==> src/rtl/elevator_car_sched.sv <==
// SCAN-scheduled elevator car: consumes a request bitmap, moves one floor per
// TRAVEL_TICKS prescaled ticks, dwells with the door open and homes when idle.
module elevator_car_sched #(
  parameter int NUM_FLOORS   = 8,
  parameter int FLOOR_W      = $clog2(NUM_FLOORS),
  parameter int TICK_DIV     = 1000000,
  parameter int TRAVEL_TICKS = 1,
  parameter int DWELL_TICKS  = 2
) (
  input  logic                  clk,
  input  logic                  reset,
  input  logic [FLOOR_W-1:0]    default_floor,
  input  logic [NUM_FLOORS-1:0] req,
  input  logic                  door_hold,
  output logic [FLOOR_W-1:0]    current_floor,
  output logic                  dir_up,
  output logic                  moving,
  output logic                  door_open,
  output logic                  svc_valid,
  output logic [FLOOR_W-1:0]    svc_floor
);

  localparam int TICK_W  = $clog2(TICK_DIV);
  localparam int CNT_MAX = (TRAVEL_TICKS > DWELL_TICKS) ? TRAVEL_TICKS : DWELL_TICKS;
  localparam int CNT_W   = $clog2(CNT_MAX + 1);
  localparam logic [FLOOR_W-1:0] TOP_FLOOR = FLOOR_W'(NUM_FLOORS - 1);

  typedef enum logic [2:0] {
    S_IDLE,
    S_PREP,
    S_MOVE,
    S_HOME,
    S_DOOR
  } state_e;

  state_e              state_q, state_d;
  logic [FLOOR_W-1:0]  floor_q, floor_d;
  logic                dir_q, dir_d;
  logic [TICK_W-1:0]   tick_cnt_q, tick_cnt_d;
  logic [CNT_W-1:0]    cnt_q, cnt_d;
  logic                arrived_q, arrived_d;
  logic [FLOOR_W-1:0]  home_q, home_d;
  logic                svc_valid_q, svc_valid_d;
  logic [FLOOR_W-1:0]  svc_floor_q, svc_floor_d;

  logic               tick;
  logic [CNT_W-1:0]   cnt_inc;
  logic               travel_done;
  logic               at_end;
  logic               ahead_up, ahead_dn, here;
  logic [FLOOR_W-1:0] home_cl;

  assign home_cl     = (32'(default_floor) > 32'(NUM_FLOORS - 1)) ? TOP_FLOOR : default_floor;
  assign tick        = (tick_cnt_q == TICK_W'(TICK_DIV - 1));
  assign tick_cnt_d  = tick ? '0 : tick_cnt_q + 1'b1;
  assign cnt_inc     = cnt_q + 1'b1;
  assign travel_done = tick && (cnt_inc == CNT_W'(TRAVEL_TICKS));
  assign at_end      = dir_q ? (floor_q == TOP_FLOOR) : (floor_q == '0);
  assign here        = req[floor_q];

  always_comb begin
    ahead_up = 1'b0;
    ahead_dn = 1'b0;
    for (int i = 0; i < NUM_FLOORS; i++) begin
      if (i > int'(floor_q)) ahead_up = ahead_up | req[i];
      if (i < int'(floor_q)) ahead_dn = ahead_dn | req[i];
    end
  end

  // NOTE: every signal driven here gets a default first, so no path can
  // leave one unassigned and infer a latch.
  always_comb begin
    state_d     = state_q;
    floor_d     = floor_q;
    dir_d       = dir_q;
    cnt_d       = cnt_q;
    arrived_d   = 1'b0;
    home_d      = home_q;
    svc_valid_d = 1'b0;
    svc_floor_d = svc_floor_q;

    unique case (state_q)
      S_IDLE: begin
        if (here) begin
          state_d     = S_DOOR;
          cnt_d       = '0;
          svc_valid_d = 1'b1;
          svc_floor_d = floor_q;
        end else if (ahead_up || ahead_dn) begin
          state_d = S_PREP;
        end else if (floor_q != home_cl) begin
          state_d = S_HOME;
          home_d  = home_cl;
          cnt_d   = '0;
        end
      end

      S_PREP: begin
        dir_d   = dir_q ? (ahead_up | ~ahead_dn) : (~ahead_dn & ahead_up);
        cnt_d   = '0;
        state_d = (ahead_up || ahead_dn) ? S_MOVE : S_IDLE;
      end

      S_MOVE: begin
        // The clk after a floor update is spent deciding whether to stop there.
        if (arrived_q) begin
          if (here) begin
            state_d     = S_DOOR;
            cnt_d       = '0;
            svc_valid_d = 1'b1;
            svc_floor_d = floor_q;
          end else if (!(dir_q ? ahead_up : ahead_dn)) begin
            state_d = S_PREP;
          end
        end else if (tick) begin
          cnt_d = cnt_inc;
          if (travel_done) begin
            cnt_d = '0;
            if (at_end) begin
              state_d = S_PREP;
            end else begin
              floor_d   = dir_q ? floor_q + 1'b1 : floor_q - 1'b1;
              arrived_d = 1'b1;
            end
          end
        end
      end

      S_HOME: begin
        if (tick) begin
          cnt_d = cnt_inc;
          if (travel_done) begin
            cnt_d   = '0;
            floor_d = (home_q > floor_q) ? floor_q + 1'b1 : floor_q - 1'b1;
            if ((floor_d == home_q) || (|req)) state_d = S_IDLE;
          end
        end
      end

      S_DOOR: begin
        if (door_hold) begin
          cnt_d = '0;
        end else if (tick) begin
          cnt_d = cnt_inc;
          if (cnt_inc == CNT_W'(DWELL_TICKS)) begin
            cnt_d   = '0;
            state_d = S_IDLE;
          end
        end
      end

      default: state_d = S_IDLE;
    endcase
  end

  // NOTE: state registers use non-blocking assignments so every flop samples
  // the pre-edge value of every other flop.
  always_ff @(posedge clk) begin
    if (reset) begin
      state_q     <= S_IDLE;
      floor_q     <= home_cl;
      dir_q       <= 1'b0;
      tick_cnt_q  <= '0;
      cnt_q       <= '0;
      arrived_q   <= 1'b0;
      home_q      <= home_cl;
      svc_valid_q <= 1'b0;
      svc_floor_q <= '0;
    end else begin
      state_q     <= state_d;
      floor_q     <= floor_d;
      dir_q       <= dir_d;
      tick_cnt_q  <= tick_cnt_d;
      cnt_q       <= cnt_d;
      arrived_q   <= arrived_d;
      home_q      <= home_d;
      svc_valid_q <= svc_valid_d;
      svc_floor_q <= svc_floor_d;
    end
  end

  assign current_floor = floor_q;
  assign dir_up        = dir_q;
  assign moving        = (state_q == S_MOVE) || (state_q == S_HOME);
  assign door_open     = (state_q == S_DOOR);
  assign svc_valid     = svc_valid_q;
  assign svc_floor     = svc_floor_q;

endmodule
==> config.mk <==
export PLATFORM = sky130hd
export DESIGN_NAME = elevator_car_sched
export DESIGN_NICKNAME = d
export VERILOG_FILES = /design/src/rtl/elevator_car_sched.sv
export SDC_FILE = /design/constraint.sdc
export NUM_CORES = 1
export LEC_CHECK = 0
export ABC_AREA = 0
export ABC_CLOCK_PERIOD_IN_PS = 4800
export CORE_ASPECT_RATIO = 0.6
export CORE_UTILIZATION = 40
export DETAILED_ROUTE_END_ITERATION = 10
export HOLD_SLACK_MARGIN = 0.03
export SLEW_MARGIN = 5
export SYNTH_ARGS = -nofsm -noshare
export SYNTH_HDL_FRONTEND = slang
export SYNTH_SLANG_ARGS = --single-unit
==> constraint.sdc <==
create_clock -name clk -period 4.8 [get_ports clk]
set_clock_uncertainty 0.05 [all_clocks]
set_input_delay 1.44 -clock clk [delete_from_list [all_inputs] [get_ports clk]]
set_output_delay 1.44 -clock clk [all_outputs]
set_load 0.01 [all_outputs]
== Word level (Yosys, flattened, before mapping) ==
Index checks and enable logic that the tools add are counted.

* $add $sub $neg: 4
* Magnitude comparators: 16
* Equal/unequal tests: 34
* Multiplexer cells: 69
* Bitwise operators: 18
* Reduce and logical (&&, ||, !) cells: 19

{| class="wikitable"
|+ Operators by type and width
! kind !! count
|-
| 3-bit 2-to-1 mux || 31
|-
| 3-bit != test, second input constant || 12
|-
| 2-bit 2-to-1 mux || 11
|-
| 1-bit 2-to-1 mux || 21
|-
| 20-bit by 1-bit adder with 20-bit output, second input constant || 1
|-
| 20-bit == test, second input constant || 1
|-
| 3-bit case mux with 5 select lines || 1
|-
| 2-bit != test, second input constant || 7
|-
| 1-bit OR || 13
|-
| 3-bit greater-than comparator, first input constant || 4
|-
| 3-bit case mux with 2 select lines || 2
|-
| 11-bit AND reduction || 1
|-
| 2-bit case mux with 5 select lines || 1
|-
| 3-bit less-than comparator, first input constant || 3
|-
| 4-bit != test, second input constant || 2
|-
| 8-bit OR reduction || 1
|-
| 7-bit AND reduction || 1
|-
| 3-bit by 2-bit == test with 1-bit output, second input constant || 2
|-
| 3-bit == test, second input constant || 2
|-
| 2-bit by 3-bit greater-than comparator with 1-bit output, first input constant || 2
|-
| 3-bit logical NOT || 2
|-
| 1-bit by 3-bit less-than comparator with 1-bit output, first input constant || 2
|-
| 2-bit by 3-bit less-than comparator with 1-bit output, first input constant || 2
|-
| 2-bit nonzero test || 3
|-
| other kinds (26) || 32
|}

* Register bits after elaboration: 37
* Bits of input ports: 14
* Word-level logic and storage cells: 169

== Logic depth before layout (Yosys ltp) ==
Gate-level depths: netlist (run 1).

* Word-level depth: 19
* Gate-level depth with buffers: 10
* Mapped depth without buffers: 9

== Worst setup path before layout (run 1) ==
OpenSTA, ideal clock, no wires.

* Kind: in2reg
* Start point: input req[2]
* End point: register state_q[1]
* Arrival: 2.983 ns
* Setup slack: 1.695 ns
* Stages: 7
* Path through: a22oi_1 -> o22a_1 -> o221ai_1 -> or3_1 -> mux2i_1 -> or4_1 -> mux2i_1

* Longest elaborated chain between the ends: 16

{| class="wikitable"
|+ Ends and longest elaborated chain
! element !! RTL line !! text
|-
| start: declaration || 13 || <nowiki>input logic [NUM_FLOORS-1:0] req,</nowiki>
|-
| 1-bit OR || 65 || <nowiki>if (i > int'(floor_q)) ahead_up = ahead_up | req[i];</nowiki>
|-
| 1-bit 2-to-1 mux || 65 ||
|-
| 1-bit OR || 65 ||
|-
| 1-bit 2-to-1 mux || 65 ||
|-
| 1-bit OR || 65 ||
|-
| 1-bit 2-to-1 mux || 65 ||
|-
| 1-bit OR || 65 ||
|-
| 1-bit 2-to-1 mux || 65 ||
|-
| 1-bit OR || 65 ||
|-
| 1-bit 2-to-1 mux || 65 ||
|-
| 1-bit OR || 65 ||
|-
| 1-bit 2-to-1 mux || 65 ||
|-
| 1-bit logical OR || 89, 101 ||
|-
| 3-bit 2-to-1 mux || 89 || <nowiki>end else if (ahead_up || ahead_dn) begin</nowiki>
|-
| 3-bit 2-to-1 mux || 84 || <nowiki>if (here) begin</nowiki>
|-
| 3-bit case mux with 5 select lines || 82 || <nowiki>unique case (state_q)</nowiki>
|-
| end signal: assignment || 170 || <nowiki>state_q <= state_d;</nowiki>
|-
| end: declaration || 36 || <nowiki>state_e state_q, state_d;</nowiki>
|}

Parallel ways exist; a longest one is shown, timed or not. The select of a mux whose other input is x is not followed.
A chain may end at the register's enable or synchronous reset.

== Worst setup path in the final report (run 1) ==
Ends and elaborated chain as after synthesis.

==> flow_summary.yaml, run 1 <==
outcome:
  status: "finished clean"
place:
  finalWeightedCongestion: 0.8041
  port_buffers: 23
  dp_hpwl_um: 4142
detailed_routing:
  detail_route.drc_violations: 0
  via_cell_ratio: 5.267
  dr.pass1.iters: 4
  post_drt_wl_per_cell_um: 14.44
  drt-initial-drc-count: 141
  detailroute.via_count: 1970
  drt.antenna.violating_nets: 0
  wl_um: 5400
global_route:
  antenna_violations_before_repair: 0
  groute.layer.met2.usage_pct: 23.35
  global_route.usage.met1_pct: 32.17
  grt_pass1_vias: 1752
  grt_remaining_overflow: 0
  busiest_layer: "met1"
  first_pass_grt_wire_length_um: 9073
  grt_start_max_net_pins: 20
  grtUsageTotal_pct: 19.51
  globalRouteMet3Util_pct: 4.839
cts:
  clockRootBuffer: "clkbuf_8"
  post-cts-setup-buffers: 0
  total_number_of_clock_tree_sinks: 37
  tritoncts: "yes"
  clock_latency_ns: 0.30
  cts.htree.levels: 2
  cts_buffers: 5
  cts_hold_buffers: 0
  max-clock-path-buffers: 2
  post_cts_resize_count: 0
  cts.clk_slew.worst_paths_ns: 0.08
sta:
  worst-slew-pin-transition_ns: 0.7628
  max_clock_freq_mhz: 270.6
  grt_setup_unrepaired: "false"
  min_period_over_period_pct: 77.00
  fin_crit_ns: 3.696
  final_count_of_negative_setup_slack_endpoints: 0
  slew-limit-headroom_pct: 48.93
  worst_hold_slack_after_final_layout_ns: 0.4425
  report.final.hold_viol_count: 0
  totalNegativeSetupSlack_ns: 0
  slew_violations: 0
setup_path:
  crit_path_max_incr_delay_ns: 0.51
  setup.worst_path.class: "in -> reg"
  regToRegStartpoint: "current_floor[1]$_DFFE_PP_"
  critPathLaunch: "req[2]"
  critical-path-slowest-cell: "clkdlybuf4s50_1"
  worst-endpoint-arrival_ns: 3.82
  critical_path.startpoint_type: "input port"
  critical_path_cell_by_cell: "clkdlybuf4s50_1 -> a22oi_1 -> o22a_1 -> o221ai_1 -> or3_1 -> nor4_1 -> nor4b_1 -> mux2i_1"
  r2r_slack_ns: 1.63
  critical_path_required_ns: 4.93
  critical_path_buf_inv_count: 1
  path_delay_family: "simple AND/OR/NAND/NOR gates"
  endpoint_kind: "register"
  cp_max_fo: 5
floorplan:
  io_pins: 24
  placementRows: 20
  floorplan.die.height_um: 60.83
  fp.dieArea_sq_um: 6086
  die_width_um: 100.0
  floorplan.initialDensity_pct: 43.49
  floorplan.core_area_sq_um: 5305
synthesis:
  mean_syn_cell_area_sq_um: 8.420
  async_reset_ff_share_pct: 0
  synth-edff-count: 6
  postSynthCellCount: 274
  yosys_warnings: 0
  most_used_flip_flop_cell_after_synthesis: "dfxtp_1"
  synth-seq-area-share_pct: 34.71
  postSynthRegisterBits: 37
  synthesis.nets: 301
  syn-cell-area_sq_um: 2307
  count_of_unique_library_cells_instantiated_by_yosys: 56
finish:
  p_r_area_growth_vs_syn_pct: 17.46
  insertedDiodeCount: 0
  ratio_of_cells_with_drive_above_1_in_the_final_layout_pct: 6.397
  finalNetCount: 323
power_and_ir_drop:
  p_per_area_nw_per_um2: 316.0
  finalPower_w: 0.0008565
  worst_ir_drop_on_vdd_mv: 0.1635
  static-leakage-power_nw: 0.9880
hold_path:
  worst_hold_startpoint: "tick_cnt_q[0]$_SDFF_PP0_"
  hold_path.class: "reg -> reg"
job:
  max-cap-violations: 0
## cell families after synthesis
logic type / synth area share (%)
simple gates: 27.33
xor+xnor: 9.490
compound gates: 14.32
mux: 3.145
buf+inv: 3.958
flops: 34.71
fa+ha+maj: 7.050
## through the flow
step                      std cells  area [sq um]  util [%]  worst slack, ns
after floorplan                 274          2307         -            1.695
after global placement          366          2603     49.06           0.9712
after detailed placement        366          2603     49.06           0.9035
after CTS                       374          2710     51.08            1.207
after global routing            374          2710     51.08            1.033
final                           374          2710     51.08            1.104
## cell usage in the layout (no fill, tap or decap), types with 4 or more instances in the layout
cell	count
nor2_1	43
dfxtp_1	31
clkdlybuf4s50_1	23
xor2_1	16
nand2_1	14
a21oi_1	14
inv_1	13
ha_1	13
nand3_1	12
nand2b_1	9
xnor2_1	9
o21ai_0	7
nor3_1	7
edfxtp_1	6
nor2b_1	5
mux2i_1	5
nand4_1	5
clkbuf_8	5
nor4_1	4
## cells in the mapped netlist (2+ instances only)
master / count / area share (%)
nand2b_1: 9 / 2.4
buf_2: 4 / 0.87
xnor2_1: 9 / 3.4
o211ai_1: 2 / 0.65
nand3_1: 12 / 2.6
nor2b_1: 5 / 1.4
nor4_1: 4 / 1.1
edfxtp_1: 6 / 7.8
or4_1: 2 / 0.65
a21o_1: 3 / 0.98
inv_1: 13 / 2.1
nor3b_1: 2 / 0.65
a211oi_1: 3 / 0.98
nand2_1: 14 / 2.3
mux2i_1: 5 / 2.2
a22oi_1: 2 / 0.65
nand4_1: 5 / 1.4
o21ai_1: 2 / 0.43
and2_1: 2 / 0.54
ha_1: 13 / 7.1
a21oi_1: 14 / 3.0
and3_1: 3 / 0.81
mux2_2: 2 / 0.98
o221ai_1: 2 / 0.76
nor2_1: 43 / 7.0
nor3_1: 7 / 1.5
clkbuf_1: 4 / 0.65
dfxtp_1: 31 / 27
o21ai_0: 7 / 1.5
a32oi_1: 3 / 1.1
xor2_1: 16 / 6.1
## area by class of cell
| cell class | instances | area, sq um |
|---|---|---|
| Clock buffer | 6 | 93.84 |
| Tap cell | 77 | 96.34 |
| Inverter | 14 | 52.55 |
| Sequential cell | 37 | 800.8 |
| Multi-Input combinational cell | 214 | 1415 |
| Clock inverter | 2 | 13.76 |
| Timing Repair Buffer | 24 | 237.7 |
| Fill cell | 527 | 2595 |
## layer usage
layer / wire length (um) / part of all wire, %
met5: 0 / 0
met4: 57 / 1.1
met3: 341 / 6.3
met2: 1787 / 33
met1: 3214 / 60
## where the power goes
| part | internal [W] | total [W] | switching (W) |
|---|---|---|---|
| Clock | 0.000135 | 0.000261 | 0.000126 |
| Sequential | 0.000336 | 0.000369 | 0.0000329 |
| Combinational | 0.000104 | 0.000226 | 0.000122 |
| Total | 0.000575 | 0.000856 | 0.000281 |
## sequential cells by signal, summed over array words and instances (netlist names)
signal and flops:
tick_cnt_q 20, svc_valid 1, svc_floor 3, cnt_q 2
arrived_q 1, dir_up 1, home_q 3, current_floor 3
state_q 3
## path summary, 6_finish.rpt
check             cells past startpoint                  endpoint
hold reg to reg                       1  tick_cnt_q[0]$_SDFF_PP0_
hold / removal                        1  tick_cnt_q[0]$_SDFF_PP0_
setup / recovery                      8   state_q[1]$_SDFFE_PP0P_
setup reg to reg                      9   state_q[1]$_SDFFE_PP0P_
(Power assumes the default switching activity.)
==> inputs of run 2 (changes only) <==
ABC_CLOCK_PERIOD_IN_PS = 3150   (was 4800)
clock period = 3.15 ns   (was 4.8 ns; I/O delays follow)
==> flow_summary.yaml, run 2 (synthesized netlist as in run 1, its figures left out) <==
place:
  port_buffers: 23
  finalWeightedCongestion: 0.8115
  dp_hpwl_um: 4011
sta:
  worst-slew-pin-transition_ns: 0.7461
  slew_violations: 0
  fin_crit_ns: 2.881
  final_count_of_negative_setup_slack_endpoints: 0
  totalNegativeSetupSlack_ns: 0
  slew-limit-headroom_pct: 50.04
  report.final.hold_viol_count: 0
  grt_setup_unrepaired: "false"
  min_period_over_period_pct: 91.46
  max_clock_freq_mhz: 347.1
detailed_routing:
  drt.antenna.violating_nets: 0
  dr.pass1.iters: 4
  post_drt_wl_per_cell_um: 13.57
  drt-initial-drc-count: 142
  detail_route.drc_violations: 0
  wl_um: 5224
  via_cell_ratio: 5.203
  detailroute.via_count: 2003
setup_path:
  cp_max_fo: 5
  critical_path.startpoint_type: "input port"
  endpoint_kind: "register"
  r2r.worst_path.cells: 8
  worst-endpoint-arrival_ns: 2.84
  regToRegStartpoint: "current_floor[2]$_DFFE_PP_"
  rr_endpoint: "state_q[1]$_SDFFE_PP0P_"
  r2r_slack_ns: 0.51
  setup.worst_path.class: "in -> reg"
  critical_path_required_ns: 3.11
floorplan:
  placementRows: 20
  floorplan.die.height_um: 60.83
  floorplan.core_area_sq_um: 5305
  io_pins: 24
  die_width_um: 100.0
  fp.dieArea_sq_um: 6086
  floorplan.initialDensity_pct: 43.49
cts:
  cts_hold_buffers: 0
  clock_latency_ns: 0.29
  max-clock-path-buffers: 2
  cts.htree.levels: 2
  cts.clk_slew.worst_paths_ns: 0.08
  cts_buffers: 5
  total_number_of_clock_tree_sinks: 37
  tritoncts: "yes"
  clockRootBuffer: "clkbuf_8"
  post_cts_resize_count: 0
  post-cts-setup-buffers: 0
outcome:
  status: "finished clean"
global_route:
  antenna_violations_before_repair: 0
  first_pass_grt_wire_length_um: 8694
  grt_remaining_overflow: 0
  grt_start_max_net_pins: 20
  grtUsageTotal_pct: 18.91
  grt_pass1_vias: 1724
power_and_ir_drop:
  finalPower_w: 0.001308
  p_per_area_nw_per_um2: 468.7
  worst_ir_drop_on_vdd_mv: 0.2080
  static-leakage-power_nw: 1.038
finish:
  largest_reg_flops: 20
  insertedDiodeCount: 0
  p_r_area_growth_vs_syn_pct: 20.93
  largest-register: "tick_cnt_q"
  ratio_of_cells_with_drive_above_1_in_the_final_layout_pct: 9.740
  most-common-layout-cells: "nor2_1 (43), dfxtp_1 (31), clkdlybuf4s50_1 (23), xor2_1 (16)"
  finalNetCount: 334
  layout_commonest_cell: "nor2_1"
hold_path:
  holdPathEnd: "tick_cnt_q[0]$_SDFF_PP0_"
  hold_depth: 1
  hold_path.class: "reg -> reg"
  worst_hold_startpoint: "tick_cnt_q[0]$_SDFF_PP0_"
job:
  max-cap-violations: 0
-- run 2: metrics by stage --
step / cell area (sq um) / worst slack [ns] / std cells / hold WS (ns) / utilization (%)
2_1_floorplan: 2307 / 0.5404 / 274 / 0.3879 / -
3_3_place_gp: 2685 / 0.004108 / 377 / 0.4076 / 50.61
3_5_place_dp: 2685 / -0.05933 / 377 / 0.4157 / 50.61
4_1_cts: 2790 / 0.2506 / 385 / 0.4325 / 52.59
5_1_grt: 2790 / 0.1159 / 385 / 0.4618 / 52.59
6_report: 2790 / 0.2691 / 385 / 0.4380 / 52.59
-- run 2: layer usage --
layer	GRT usage (%)	vias to the layer above	share of wire, %
li1	-	1044	-
met1	31.76	903	61
met2	22.27	52	33
met3	4.493	4	6.1
met4	4.969	0	0.50
met5	0	-	0
-- run 2: critical path, stage by stage --
cell and delay [ns]:
clkdlybuf4s50_1 0.48, a22oi_1 0.21, o22a_1 0.16, o221ai_1 0.11, or3_1 0.44, nor3_1 0.26, a21o_1 0.22
-- run 2: worst max path at each step --
stage                 from                 endpoint  slack (ns)  depth (start not counted)
floorplan           req[2]  state_q[1]$_SDFFE_PP0P_        0.54                          7
global placement    req[2]      home_q[0]$_DFFE_PP_       0.004                          7
detailed placement  req[2]      home_q[0]$_DFFE_PP_       -0.06                          7
CTS                 req[2]      home_q[2]$_DFFE_PP_        0.25                          7
global route        req[2]      home_q[2]$_DFFE_PP_        0.12                          7
finish              req[2]      home_q[1]$_DFFE_PP_        0.27                          7
-- run 2: cell type report --
type / instances / area [sq um]
fillers: 528 / 2515
multi-input cells: 214 / 1415
flip-flops and latches: 37 / 800.8
repair buffers: 35 / 320.3
clock buffers: 7 / 96.34
well taps: 77 / 96.34
inverters: 14 / 52.55
clock inverters: 1 / 8.758
-- run 2: power breakdown --
| group | internal (W) | switching (W) |
|---|---|---|
| logic | 0.000182 | 0.000196 |
| clock network | 0.000202 | 0.000178 |
| registers | 0.000512 | 0.0000383 |
